File: src/rtl/instr_fetch_unit.sv
// instr_fetch_unit: samples the PC, reads instruction memory over req/ack and hands the word to decode
module instr_fetch_unit #(
  parameter int ADDR_W      = 32,
  parameter int DATA_W      = 32,
  parameter int TIMEOUT_CYC = 255
) (
  input  logic              clock,
  input  logic              reset,
  input  logic [ADDR_W-1:0] pc_in,
  input  logic              fetch_en,
  input  logic              flush,
  output logic              imem_req,
  output logic [ADDR_W-1:0] imem_addr,
  input  logic              imem_ack,
  input  logic [DATA_W-1:0] imem_rdata,
  output logic              instr_valid,
  input  logic              instr_ready,
  output logic [DATA_W-1:0] instr_out,
  output logic [ADDR_W-1:0] instr_pc,
  output logic              pc_advance,
  output logic              fetch_error
);
  typedef enum logic [1:0] {IDLE, REQ, HOLD, ERROR} state_t;
  localparam logic [15:0] TO_LAST = 16'(TIMEOUT_CYC - 1);
  state_t state, state_n;
  logic [15:0] cnt, cnt_n;
  logic discard, discard_n, req_n, valid_n, adv_n, err_n;
  logic [ADDR_W-1:0] addr_n, ipc_n;
  logic [DATA_W-1:0] out_n;
  wire misaligned = pc_in[1:0] != 2'b00;
  // next-state and next-output logic; every output is registered below
  always_comb begin
    state_n   = state;
    cnt_n     = cnt;
    discard_n = discard;
    req_n     = imem_req;
    addr_n    = imem_addr;
    valid_n   = instr_valid;
    out_n     = instr_out;
    ipc_n     = instr_pc;
    adv_n     = 1'b0;
    err_n     = fetch_error;
    case (state)
      IDLE: if (fetch_en && !flush) begin
        if (misaligned) begin
          state_n = ERROR;
          err_n   = 1'b1;
        end else begin
          state_n = REQ;
          req_n   = 1'b1;
          addr_n  = pc_in;
        end
      end
      REQ: if (imem_ack) begin
        req_n     = 1'b0;
        cnt_n     = '0;
        discard_n = 1'b0;
        if (discard || flush) state_n = IDLE;
        else begin
          state_n = HOLD;
          valid_n = 1'b1;
          out_n   = imem_rdata;
          ipc_n   = imem_addr;
          adv_n   = 1'b1;
        end
      end else if (cnt == TO_LAST) begin
        state_n   = ERROR;
        req_n     = 1'b0;
        err_n     = 1'b1;
        cnt_n     = '0;
        discard_n = 1'b0;
      end else begin
        cnt_n     = cnt + 16'd1;
        discard_n = discard | flush;
      end
      HOLD: if (flush) begin
        state_n = IDLE;
        valid_n = 1'b0;
      end else if (instr_ready) begin
        valid_n = 1'b0;
        state_n = IDLE;
        if (fetch_en && misaligned) begin
          state_n = ERROR;
          err_n   = 1'b1;
        end else if (fetch_en) begin
          state_n = REQ;
          req_n   = 1'b1;
          addr_n  = pc_in;
        end
      end
      default: begin
        req_n   = 1'b0;
        valid_n = 1'b0;
        err_n   = 1'b1;
      end
    endcase
  end
  // state and output registers, cleared asynchronously
  always_ff @(posedge clock or negedge reset)
    if (!reset) begin
      state       <= IDLE;
      cnt         <= '0;
      discard     <= 1'b0;
      imem_req    <= 1'b0;
      imem_addr   <= '0;
      instr_valid <= 1'b0;
      instr_out   <= '0;
      instr_pc    <= '0;
      pc_advance  <= 1'b0;
      fetch_error <= 1'b0;
    end else begin
      state       <= state_n;
      cnt         <= cnt_n;
      discard     <= discard_n;
      imem_req    <= req_n;
      imem_addr   <= addr_n;
      instr_valid <= valid_n;
      instr_out   <= out_n;
      instr_pc    <= ipc_n;
      pc_advance  <= adv_n;
      fetch_error <= err_n;
    end
endmodule
File: config.mk
export PLATFORM = sky130hd
export DESIGN_NAME = instr_fetch_unit
export DESIGN_NICKNAME = d
export VERILOG_FILES = /design/src/rtl/instr_fetch_unit.sv
export SDC_FILE = /design/constraint.sdc
export NUM_CORES = 1
export LEC_CHECK = 0
export CAP_MARGIN = 5
export CORE_MARGIN = 1.5
export CORE_UTILIZATION = 41
export CTS_CLUSTER_SIZE = 12
export DETAILED_ROUTE_END_ITERATION = 10
export PLACE_DENSITY_LB_ADDON = 0.2
export SYNTH_ARGS = -nofsm -noshare
export SYNTH_HDL_FRONTEND = slang
export SYNTH_SLANG_ARGS = --single-unit
export TNS_END_PERCENT = 5
File: constraint.sdc
create_clock -name clock -period 2.3 [get_ports clock]
set_input_delay 0.46 -clock clock [delete_from_list [all_inputs] [get_ports clock]]
set_output_delay 0.46 -clock clock [all_outputs]
set_load 0.01 [all_outputs]
==> key figures <==
STA
  • Final hold vios: 0
  • Rel. slew slack: 65.3%
  • Finish-stage setup viols: 0
  • Worst Tran Pin Value: 0.521 ns
  • Fmax: 455 MHz
  • Final worst path period need: 2.20 ns
  • Final period util: 95.5%
  • Layout Skew: 0.00708 ns
  • Fin. max-slew vios: 0

Synth
  • #FFs+latches synth: 119
  • Average size of a mapped cell: 14.0 sq um
  • Syn Std Cell Area: 4870 sq um
  • Yosys cell types: 45
  • Synth warn: 0
  • Dominant synthesized flop cell: dfrtp_1
  • Register area share after synthesis: 61.1%
  • Cells after synthesis: 349
  • FFs w/ async S/R, synth: 100%
  • Syn nets: 425
  • EDFF count, synth: 0

GRT
  • Largest net degree at the start of global routing: 50
  • Number of global-route vias before repair: 3778
  • GRT overflow: 0
  • Total Routing Usage GR: 19.2%
  • Initial antenna violation count: 0
  • First-pass GRT wire length: 19.0 mm

Clock tree
  • Root buf cell: clkbuf_16
  • CTS clk-pin slew, worst paths: 0.06 ns
  • Total CTS buffers: 17
  • CTS tree: built
  • CTS HTree Levels: 4
  • # clock sinks: 119
  • Buffer levels on the longest clock path: 2
  • Later-pin clock latency in the skew report: 0.39 ns

Worst setup path
  • Worst flop-to-flop path startpoint: cnt[0]$_DFFE_PN0P_
  • Crit path required time: 2.58 ns
  • Reg2reg path depth: 8
  • CP Launch Type: flip-flop
  • Setup Crit Path Kind: reg2reg
  • Worst r2r dst: cnt[6]$_DFFE_PN0P_
  • Reg2reg setup slack: 0.10 ns
  • Max FO, Critical Path: 5
  • Worst Path Arrival: 2.48 ns
  • Kind of end point of the critical path: flip-flop

Min path
  • Min-delay worst type: in2async

Routing
  • Residual DRC: 8
  • Drt pass-1 iters: 10
  • Iteration-0 DRC count of the detailed router: 112
  • WL/cell: 16.8 um
  • Number of vias per cell: 5.11
  • Post-Route WL: 11.8 mm
  • Routed vias: 3582
  • Antenna-violating nets left: 0

Placement
  • Routability Congestion: 0.818
  • PortBufs: 169
  • HPWL Detailed: 8.25 mm
  • Placed Instances: 669

Final layout
  • Final design utilization: 64.8%
  • Footprint of the multi-input gates: 1800 sq um
  • Post-Layout Cell Count: 701
  • Area Overhead vs Synth: 53.1%
  • Commonest cells after routing, fill and taps aside: 168 x clkdlybuf4s50_1, 119 x dfrtp_1, 94 x mux2_2
  • Layout cells sized above 1: 29.2%
  • Reg area: 2980 sq um
  • Nets: 623
  • Number of diodes: 0
  • Commonest non-fill, non-tap cell in the layout: clkdlybuf4s50_1
  • Fillers: 911

Run
  • Max-Cap Viols: 0

Floorplanning
  • DIE HEIGHT: 112 um
  • Initial core utilization: 42.3%
  • Die span in x: 112 um
  • Ports: 170
  • Die footprint: 12600 sq um
  • Rows: 39
  • Core area: 11500 sq um

Outcome
  • Failing checks: DRC
  • Status: finished with violations

Pwr
  • Maximum vdd drop: 0.000684 V
  • PwrDens: 1260 nW/um^2
  • Leakage dissipation: 3.23 nW
==> flip-flops by register name, summed over array words and instances, names as in the netlist <==
register / flops
instr_valid: 1
instr_out: 32
fetch_error: 1
imem_req: 1
imem_addr: 32
instr_pc: 32
state: 2
pc_advance: 1
discard: 1
cnt: 16
==> worst max-delay path: stages (launching register included) <==
cell and delay [ns]:
dfrtp_1 0.37, inv_1 0.10, ha_1 0.15, or4b_1 0.50, nor4_4 0.28, buf_4 0.19
or2_4 0.16, o21ai_0 0.10, a22o_1 0.23
==> how the worst max path moves through the flow <==
stage               depth (start not counted)               start            endpoint
finish                                      8  cnt[0]$_DFFE_PN0P_  cnt[6]$_DFFE_PN0P_
global route                                9  cnt[0]$_DFFE_PN0P_  cnt[2]$_DFFE_PN0P_
CTS                                         7  cnt[0]$_DFFE_PN0P_  cnt[4]$_DFFE_PN0P_
detailed placement                          7  cnt[0]$_DFFE_PN0P_  cnt[6]$_DFFE_PN0P_
global placement                            7  cnt[0]$_DFFE_PN0P_  cnt[6]$_DFFE_PN0P_
floorplan                                   8  cnt[0]$_DFFE_PN0P_  cnt[6]$_DFFE_PN0P_
==> final cells by class <==
cell class	count	share of cell area (%)
Clock buffer	17	5.70
Timing Repair Buffer	194	26.0
Tap cell	143	2.40
Sequential cell	119	39.9
Multi-Input combinational cell	205	24.1
Inverter	10	0.503
Clock inverter	13	1.48
==> report_power, final <==
| part | total [mW] | internal (mW) | switching [mW] |
|---|---|---|---|
| Clock | 2.38 | 1.47 | 0.918 |
| Sequential | 3.36 | 2.89 | 0.472 |
| Combinational | 3.67 | 2.25 | 1.41 |
| Total | 9.41 | 6.61 | 2.80 |
==> timing repair <==
action / CTS / global route
buffers inserted: 0 / 1
hold buffers: 0 / 0
resized for setup: 1 / 2
setup endpoints to repair: 2 / 5
gates cloned: 0 / 1
pin swaps: 0 / 2
==> kinds of logic (layout without fill, tap and decap cells) <==
kind of cell / count (synthesis) / after routing / share of synthesized area [%]
AO/OA/AOI/OAI: 45 / 45 / 6.03
XOR/XNOR: 1 / 1 / 0.180
adder cells (fa/ha/maj): 6 / 6 / 1.54
buffers and inverters: 26 / 234 / 2.57
flip-flops: 119 / 119 / 61.1
multiplexers: 96 / 96 / 22.1
AND/OR/NAND/NOR: 56 / 57 / 6.47
==> cell usage after synthesis, types with 2 or more instances <==
library cell  count  area [sq um]
nand2b_1          4          25.0
a31oi_1           4          25.0
buf_1             2          7.51
a211oi_1          2          15.0
a21o_1            2          15.0
o21ai_0          18          90.1
mux2i_1           2          20.0
mux2_2           94          1060
a21oi_1           6          30.0
and3_1            2          12.5
nor4_1            2          12.5
nor2b_1           2          12.5
nor2_1           12          45.0
nor3_1           10          50.1
nand2_1           6          22.5
inv_1            10          37.5
nand3_1           5          25.0
ha_1              6          75.1
buf_2             3          15.0
dfrtp_1         119          2980
o41ai_1           2          17.5
clkbuf_1          9          33.8
a22o_1            2          17.5
nand4_1           4          25.0
==> routing by layer <==
metal | global-route usage [%] | share of wire, % | vias up | wire length, um
li1 | - | - | 1655 | -
met1 | 22.9 | 41 | 1792 | 4830
met2 | 32.9 | 51 | 122 | 5990
met3 | 6.05 | 6.6 | 13 | 775
met4 | 6.67 | 1.3 | 0 | 158
met5 | 0 | 0 | - | 0
==> stage by stage <==
step | TNS, ns | setup WS, ns | area, sq um | power (mW) | hold WS [ns]
6_report | 0 | 0.104 | 7460 | 9.41 | 0.0270
5_1_grt | -0.00330 | -0.00330 | 7460 | 9.93 | 0.0578
4_1_cts | 0 | 0.0589 | 7440 | 9.52 | 0.0380
3_5_place_dp | -0.0155 | -0.0155 | 6910 | 7.08 | 0.457
3_3_place_gp | 0 | 0.100 | 6910 | 6.96 | 0.453
2_1_floorplan | 0 | 0.0915 | 4870 | 4.94 | 0.164
Power figures use the tool's default switching activity.
